**src/rtl/vga_pattern_sched.sv**
```systemverilog
// Frame-synchronous test-pattern scheduler: the pattern select changes only on a VGA_VS
// falling edge, either every DWELL frames (auto) or once per debounced button press (manual).
`timescale 1ns/1ps

// state     | meaning
// ST_SYNC   | after reset, waiting for the first frame boundary
// ST_AUTO   | advance every DWELL frames
// ST_MANUAL | advance on a frame boundary when a press is pending
module vga_pattern_sched #(
    parameter int NPAT    = 8,
    parameter int DWELL   = 60,
    parameter int DEB_CYC = 1250000
) (
    input  logic       CLK,
    input  logic       RST,
    input  logic       VGA_VS,
    input  logic       BTN,
    input  logic       AUTO,
    output logic [2:0] PAT_SEL,
    output logic       FRAME_TICK,
    output logic       PAT_CHG,
    output logic [1:0] MODE
);

    typedef enum logic [1:0] {
        ST_SYNC   = 2'd0,
        ST_AUTO   = 2'd1,
        ST_MANUAL = 2'd2
    } state_t;

    localparam logic [20:0] DEB_LAST   = 21'(DEB_CYC - 1);
    localparam logic [7:0]  DWELL_LAST = 8'(DWELL - 1);
    localparam logic [2:0]  PAT_LAST   = 3'(NPAT - 1);

    logic [1:0]  vs_sync;
    logic [1:0]  btn_sync;
    logic [1:0]  auto_sync;
    logic        vs_prev;
    logic        tick;
    logic        vs_fall;
    logic [20:0] deb_cnt;
    logic        btn_db;
    logic        btn_db_q;
    logic        press;

    state_t      state, state_n;
    logic [2:0]  pat_sel, pat_n, pat_inc;
    logic [7:0]  frame_cnt, cnt_n;
    logic        pending, pend_n;
    logic        pat_chg, chg_n;

    // The FSM acts on the same edge that raises tick, so PAT_SEL/PAT_CHG line up with FRAME_TICK.
    assign vs_fall = vs_prev & ~vs_sync[1];
    assign press   = btn_db & ~btn_db_q;
    assign pat_inc = (pat_sel == PAT_LAST) ? 3'd0 : pat_sel + 3'd1;

    always_ff @(posedge CLK or negedge RST) begin
        if (!RST) begin
            vs_sync   <= 2'b11;
            btn_sync  <= 2'b00;
            auto_sync <= 2'b00;
            vs_prev   <= 1'b1;
            tick      <= 1'b0;
        end else begin
            vs_sync   <= {vs_sync[0], VGA_VS};
            btn_sync  <= {btn_sync[0], BTN};
            auto_sync <= {auto_sync[0], AUTO};
            vs_prev   <= vs_sync[1];
            tick      <= vs_fall;
        end
    end

    always_ff @(posedge CLK or negedge RST) begin
        if (!RST) begin
            deb_cnt  <= '0;
            btn_db   <= 1'b0;
            btn_db_q <= 1'b0;
        end else begin
            btn_db_q <= btn_db;
            if (btn_sync[1] == btn_db) begin
                deb_cnt <= '0;
            end else if (deb_cnt == DEB_LAST) begin
                btn_db  <= btn_sync[1];
                deb_cnt <= '0;
            end else begin
                deb_cnt <= deb_cnt + 21'd1;
            end
        end
    end

    always_ff @(posedge CLK or negedge RST) begin
        if (!RST) begin
            state     <= ST_SYNC;
            pat_sel   <= 3'd0;
            frame_cnt <= 8'd0;
            pending   <= 1'b0;
            pat_chg   <= 1'b0;
        end else begin
            state     <= state_n;
            pat_sel   <= pat_n;
            frame_cnt <= cnt_n;
            pending   <= pend_n;
            pat_chg   <= chg_n;
        end
    end

    always_comb begin
        state_n = state;
        pat_n   = pat_sel;
        cnt_n   = frame_cnt;
        pend_n  = pending;
        chg_n   = 1'b0;
        if (vs_fall) begin
            case (state)
                ST_SYNC: begin
                    state_n = auto_sync[1] ? ST_AUTO : ST_MANUAL;
                    cnt_n   = 8'd0;
                end
                ST_AUTO: begin
                    if (!auto_sync[1]) begin
                        state_n = ST_MANUAL;
                        cnt_n   = 8'd0;
                        pend_n  = 1'b0;
                    end else if (frame_cnt == DWELL_LAST) begin
                        pat_n = pat_inc;
                        chg_n = 1'b1;
                        cnt_n = 8'd0;
                    end else begin
                        cnt_n = frame_cnt + 8'd1;
                    end
                end
                ST_MANUAL: begin
                    if (pending) begin
                        pat_n  = pat_inc;
                        chg_n  = 1'b1;
                        pend_n = 1'b0;
                    end
                    if (auto_sync[1]) begin
                        state_n = ST_AUTO;
                        cnt_n   = 8'd0;
                    end
                end
                default: begin
                    state_n = ST_SYNC;
                    cnt_n   = 8'd0;
                end
            endcase
        end
        // A press landing on a tick re-arms pending after the tick has consumed the old one.
        if (press && state == ST_MANUAL) begin
            pend_n = 1'b1;
        end
    end

    assign PAT_SEL    = pat_sel;
    assign FRAME_TICK = tick;
    assign PAT_CHG    = pat_chg;
    assign MODE       = state;

endmodule

```
**config.mk**
```make
export PLATFORM = sky130hd
export DESIGN_NAME = vga_pattern_sched
export DESIGN_NICKNAME = d
export VERILOG_FILES = /design/src/rtl/vga_pattern_sched.sv
export SDC_FILE = /design/constraint.sdc
export NUM_CORES = 1
export LEC_CHECK = 0
export CORE_ASPECT_RATIO = 1.75
export CORE_MARGIN = 4
export CORE_UTILIZATION = 59
export CTS_CLUSTER_DIAMETER = 80
export DETAILED_ROUTE_END_ITERATION = 16
export GPL_ROUTABILITY_DRIVEN = 0
export PLACE_DENSITY_LB_ADDON = 0.2
export SLEW_MARGIN = 20
export SYNTH_ARGS = -nofsm -noshare
export SYNTH_HDL_FRONTEND = slang
export SYNTH_SLANG_ARGS = --single-unit
export TNS_END_PERCENT = 20
```
**constraint.sdc**
```tcl
create_clock -name CLK -period 2.25 [get_ports CLK]
set_input_delay 0.45 -clock CLK [delete_from_list [all_inputs] [get_ports CLK]]
set_output_delay 0.45 -clock CLK [all_outputs]
set_load 0.005 [all_outputs]
```
# Yosys cells after proc, flatten, opt, wreduce, memory -nomap -nowiden
# Index checks and enable logic that the tools add are counted.
# word_totals
wordCells,67
regBits,46
input_bits,5
mem_count,0
latch_bits,0
rom_bits,0
ramBits,0
# classes
shifts,0
order_cmp,0
n_mux,24
reduce_logical,10
n_eq_ne,12
div,0
n_bitwise,5
n_mul,0
addsub,3
# ops
operator,count
two-way mux 21 bit,2
two-way mux 8 bit,3
"adder 21 x 1 -> 21 bit, second input constant",1
"equality test 21 bit, second input constant",1
case mux 8 bit (2 select lines),1
two-way mux 3 bit,4
"inequality test 2 bit, second input constant",5
"adder 8 x 1 -> 8 bit, second input constant",1
"equality test 8 x 6 -> 1 bit, second input constant",1
two-way mux 1 bit,7
two-way mux 2 bit,3
case mux 2 bit (3 select lines),1
case mux 3 bit (2 select lines),1
AND reduction 3 bit,2
AND reduction 5 bit,1
case mux 1 bit (2 select lines),2
AND reduction 2 bit,2
nonzero test 2 bit,2
"adder 3 x 1 -> 3 bit, second input constant",1
"equality test 3 bit, second input constant",1
"inequality test 3 bit, second input constant",1
NOT 1 bit,3
nonzero test 3 bit,1
bitwise AND 1 bit,2
5 further kinds,5

# Depth between registers and ports, before layout
# Gate-level depths: netlist (run 1).
# logic_depth
ltp_word,5
ltp_mapped,6
mapped_depth_nobuf,6

# Worst setup path before layout (run 1)
# Ideal clock, no wire load.
# synth_path
path_kind,flip-flop to flip-flop
from,register frame_cnt[0]
to,"register pat_sel[0], in the netlist PAT_SEL[0]"
n_path_buf,0
required_time_ns,2.125
setup_ns,0.125
path_stages_with_launch,6
t_arrival_ns,1.692
slack_ns,0.434
path_cell_list,dfrtp_1 -> ha_1 -> nor4b_1 -> nand3_1 -> a221oi_2 -> mux2_2
# synth_between
elab_chain_len,3
# synth_rtl
item,line,text
start: declaration,48,"logic [7:0] frame_cnt, cnt_n;"
start signal: assignment,101,frame_cnt <= cnt_n;
equality test 8 x 6 -> 1 bit,124,end else if (frame_cnt == DWELL_LAST) begin
inequality test 2 bit (no line),--,
AND reduction 5 bit (no line),--,
end signal: assignment,100,pat_sel <= pat_n;
end: declaration,47,"logic [2:0] pat_sel, pat_n, pat_inc;"
# No other way between the ends.
# A chain may end at the register's enable or synchronous reset.

# Final worst setup path (run 1)
# Same ends and word-level chain as after synthesis.

==> impl_metrics.csv, run 1 <==
group,metric,value,unit
flow_run,drv_cap,0,
final_layout,layout_commonest_cell,"dfrtp_1",
final_layout,syn2layout_area_growth,13.10,%
clocking,cts_tree,"yes",
clocking,clockRootBuffer,"clkbuf_8",
clocking,hold_buffers,0,
sta,fin_skew,0.01092,ns
logic_synthesis,ys_types,38,
detailed_routing,wire_per_inst,15.81,um
floorplanning,rows,29,
logic_synthesis,syn_area_per_cell,10.55,sq um
sta,tightest_slew,0.5105,ns
place,post_dp_cell_area,0.002386,sq mm
power,seq_power_share,0.495,
sta,hold-worst-slack,0.08946,ns
power,intPower,1393,uW
sta,hold_violations,0,
detailed_routing,wl,4364,um
logic_synthesis,synth_compound_area_frac,0.06012,
final_layout,multi_input_area,0.001012,sq mm
detailed_routing,drc,0,
clocking,post_cts_buffers,0,
final_layout,nets,241,
clocking,clock_sinks,46,
final_layout,seq_area,0.001155,sq mm
global_route,antenna_found_initial,0,
logic_synthesis,synth_area,0.002206,sq mm
detailed_routing,drt_iter0_markers,54,
power,netSwitchingFraction,0.2712,
power,p_leak,0.001066,uW
floorplanning,ios,12,
final_layout,n_antenna_cell,0,
final_layout,drive_gt1_frac,0.1130,
critical_path,cp-end-kind,"flop",
logic_synthesis,synth_fa_ha_area_frac,0.03971,
sta,fin_crit,2.129,ns
power,combPwrFrac,0.191,
sta,setup_viol,0,
floorplanning,core_area,0.003628,sq mm
global_route,grt_max_degree,22,
power,pwr-share-clk,0.314,
critical_path,crit_path_start_kind,"flop",
logic_synthesis,synth_top_area_frac,0.4878,
floorplanning,die_height,88.89,um
logic_synthesis,muxShareOfSynthArea,0.02950,
final_layout,final_cell_mix,"dfrtp_1, nor2_1, xnor2_1",
power,ir_drop,0.0006127,V
clocking,path_clk_slew,0.09,ns
detailed_routing,vias_per_cell,5.931,
critical_path,crit_fanout,4,
logic_synthesis,synth-xor-area-share,0.08338,
critical_path,path_class,"flop to flop",
power,cellPowerDensity,766.2,mW/mm^2
clocking,clk_latency,0.30,ns
floorplanning,design.die.area,0.004819,sq mm
logic_synthesis,ys_ff_latch,46,
detailed_routing,dr_total_vias,1637,
logic_synthesis,yosys.area_share.simple,0.2462,
sta,fmax,469.7,MHz
detailed_routing,drt-met1-wl,1569,um
detailed_routing,met2_wirelength,2589,um
sta,layout_setup_ws,0.1211,ns
sta,tns,0,ns
critical_path,cp.required,2.44,ns
clocking,cts_resized,0,
global_route,grt_usage,0.2182,
logic_synthesis,synth_nets,221,
logic_synthesis,synth_area_leader_cell,"dfrtp_1",
clocking,cts.htree.levels,2,
power,power_switching,518.4,uW
detailed_routing,dr_wl_met3,96,um
min_path,hold_path_class,"input port to async pin",
place,numPortBuffers,11,
logic_synthesis,ys_warn_count,0,
detailed_routing,firstDrtPassIters,4,
floorplanning,die_w,54.22,um
critical_path,critical_path_arrival,2.31,ns
detailed_routing,highest_layer,"met4",
final_layout,post-route-cell-area,0.002495,sq mm
final_layout,fillers,276,
sta,max-slew-margin-rel,0.6597,
logic_synthesis,synthTopCellsByArea,"dfrtp_1, xnor2_1, nor2_1, ha_1, dfstp_2",
outcome,status,"finished, final reports clean",
global_route,grt_pass1_wl,7617,um
sta,post-route-period-util,0.9462,
place,post-place-ws,0.1499,ns
floorplanning,initial_utilization,0.6079,
detailed_routing,ant_nets,0,
logic_synthesis,syn-instance-count,209,
logic_synthesis,seq_area_frac_synth,0.5235,
sta,rsz0062_at_grt,"false",
clocking,cts_buffers,5,
global_route,overflow,0,
global_route,grt_pass1_vias,1777,
clocking,clk_path_buf_depth,2,
place,dp_hpwl,3210,um
logic_synthesis,synth_top_family_by_area,"simple AND/OR/NAND/NOR gates",
sta,finalMaxSlewViolations,0,
metal layers:
layer | vias to the layer above | GRT usage
li1 | 778 | -
met2 | 28 | 0.3969
met3 | 9 | 0.03710
met1 | 822 | 0.2171
met4 | 0 | 0.1338
met5 | - | 0
critical path, stage by stage (launching register included):
cell	delay, ns
dfrtp_1	0.42
ha_1	0.22
nor4b_1	0.42
nand3_1	0.18
a221oi_2	0.40
mux2_2	0.38
Yosys cell counts:
| cell | number |
|---|---|
| nand3_2 | 1 |
| nand2b_1 | 3 |
| and3_1 | 5 |
| xnor2_1 | 17 |
| and2_1 | 4 |
| a21o_1 | 2 |
| mux2i_1 | 2 |
| o21ai_0 | 3 |
| nor4_1 | 8 |
| and4bb_2 | 1 |
| clkinv_1 | 1 |
| nand2_1 | 12 |
| a31oi_1 | 3 |
| xor2_1 | 4 |
| a21oi_1 | 3 |
| nor4b_1 | 3 |
| nor4bb_1 | 1 |
| o22ai_1 | 2 |
| nand4_1 | 10 |
| inv_1 | 8 |
| buf_2 | 1 |
| nand4_2 | 1 |
| mux2_2 | 4 |
| dfstp_2 | 3 |
| nor4_4 | 1 |
| nor2b_1 | 1 |
| o21ai_2 | 1 |
| a32o_1 | 1 |
| a211oi_1 | 1 |
| or4_1 | 1 |
| ha_1 | 7 |
| nor3_1 | 4 |
| nand3_1 | 9 |
| or3_4 | 1 |
| o31ai_1 | 2 |
| dfrtp_1 | 43 |
| nor2_1 | 34 |
| a221oi_2 | 1 |
final cells by class:
cell class                      instances  area share
Sequential cell                        46      0.4629
Clock inverter                          3     0.01605
Clock buffer                            5     0.02758
Timing Repair Buffer                   14     0.05115
Inverter                                9     0.01354
Multi-Input combinational cell        153      0.4057
Tap cell                               46     0.02307
metrics by stage:
stage / instances / util / total power, uW
floorplan: 209 / - / 1159
global placement: 268 / 0.6576 / 1311
detailed placement: 268 / 0.6576 / 1331
CTS: 276 / 0.6876 / 1936
global route: 276 / 0.6876 / 2020
finish: 276 / 0.6876 / 1912
sequential cells by signal, summed over array words and instances (netlist names):
name and flops:
PAT_CHG 1, FRAME_TICK 1, frame_cnt 8, deb_cnt 21
btn_db_q 1, MODE 2, btn_db 1, vs_sync 2
PAT_SEL 3, pending 1, btn_sync 2, auto_sync 2
vs_prev 1
cells by family after synthesis:
group | after synthesis
muxes | 6
DFF | 46
buffers and inverters | 10
and+or+nand+nor | 100
adders and majority gates | 7
xor gates and xnor gates | 21
AOI/OAI and AO/OA | 19
power by group through the flow:
| stage | combinational [uW] | sequential (uW) | clock [uW] |
|---|---|---|---|
| after detailed placement | 368 | 963 | 0 |
| final | 365 | 946 | 600 |
| after floorplan | 204 | 955 | 0 |
| after global routing | 414 | 957 | 649 |
| after CTS | 368 | 946 | 622 |
| after global placement | 353 | 958 | 0 |
worst paths after layout:
check	startpoint	endpoint	slack [ns]	depth (start not counted)
min	RST	deb_cnt[20]$_DFF_PN0_	0.09	1
max	frame_cnt[0]$_DFFE_PN0P_	PAT_SEL[0]$_DFFE_PN0P_	0.12	5
max in group asynchronous	RST	vs_sync[0]$_DFF_PN1_	1.55	2
min reg2reg	btn_sync[0]$_DFF_PN0_	btn_sync[1]$_DFF_PN0_	0.35	0
min in group CLK	btn_sync[0]$_DFF_PN0_	btn_sync[1]$_DFF_PN0_	0.35	0
max reg2reg	frame_cnt[0]$_DFFE_PN0P_	PAT_SEL[0]$_DFFE_PN0P_	0.12	5
Power figures use the tool's default switching activity.
==> run 2, diff against run 1 <==
==> constraint.sdc (replaced) <==
create_clock -name CLK -period 2.25 [get_ports CLK]
set_input_delay 0.45 -clock CLK [delete_from_list [all_inputs] [get_ports CLK]]
set_output_delay 0.45 -clock CLK [all_outputs]
set_load 0.02 [all_outputs]
==> results of run 2 <==
The final DEF is identical to that of run 1. Status: finished, final reports clean.
Main changes from that run: total power 1912 uW -> 1958 uW; worst IR drop on VDD 0.0006127 V -> 0.0006277 V
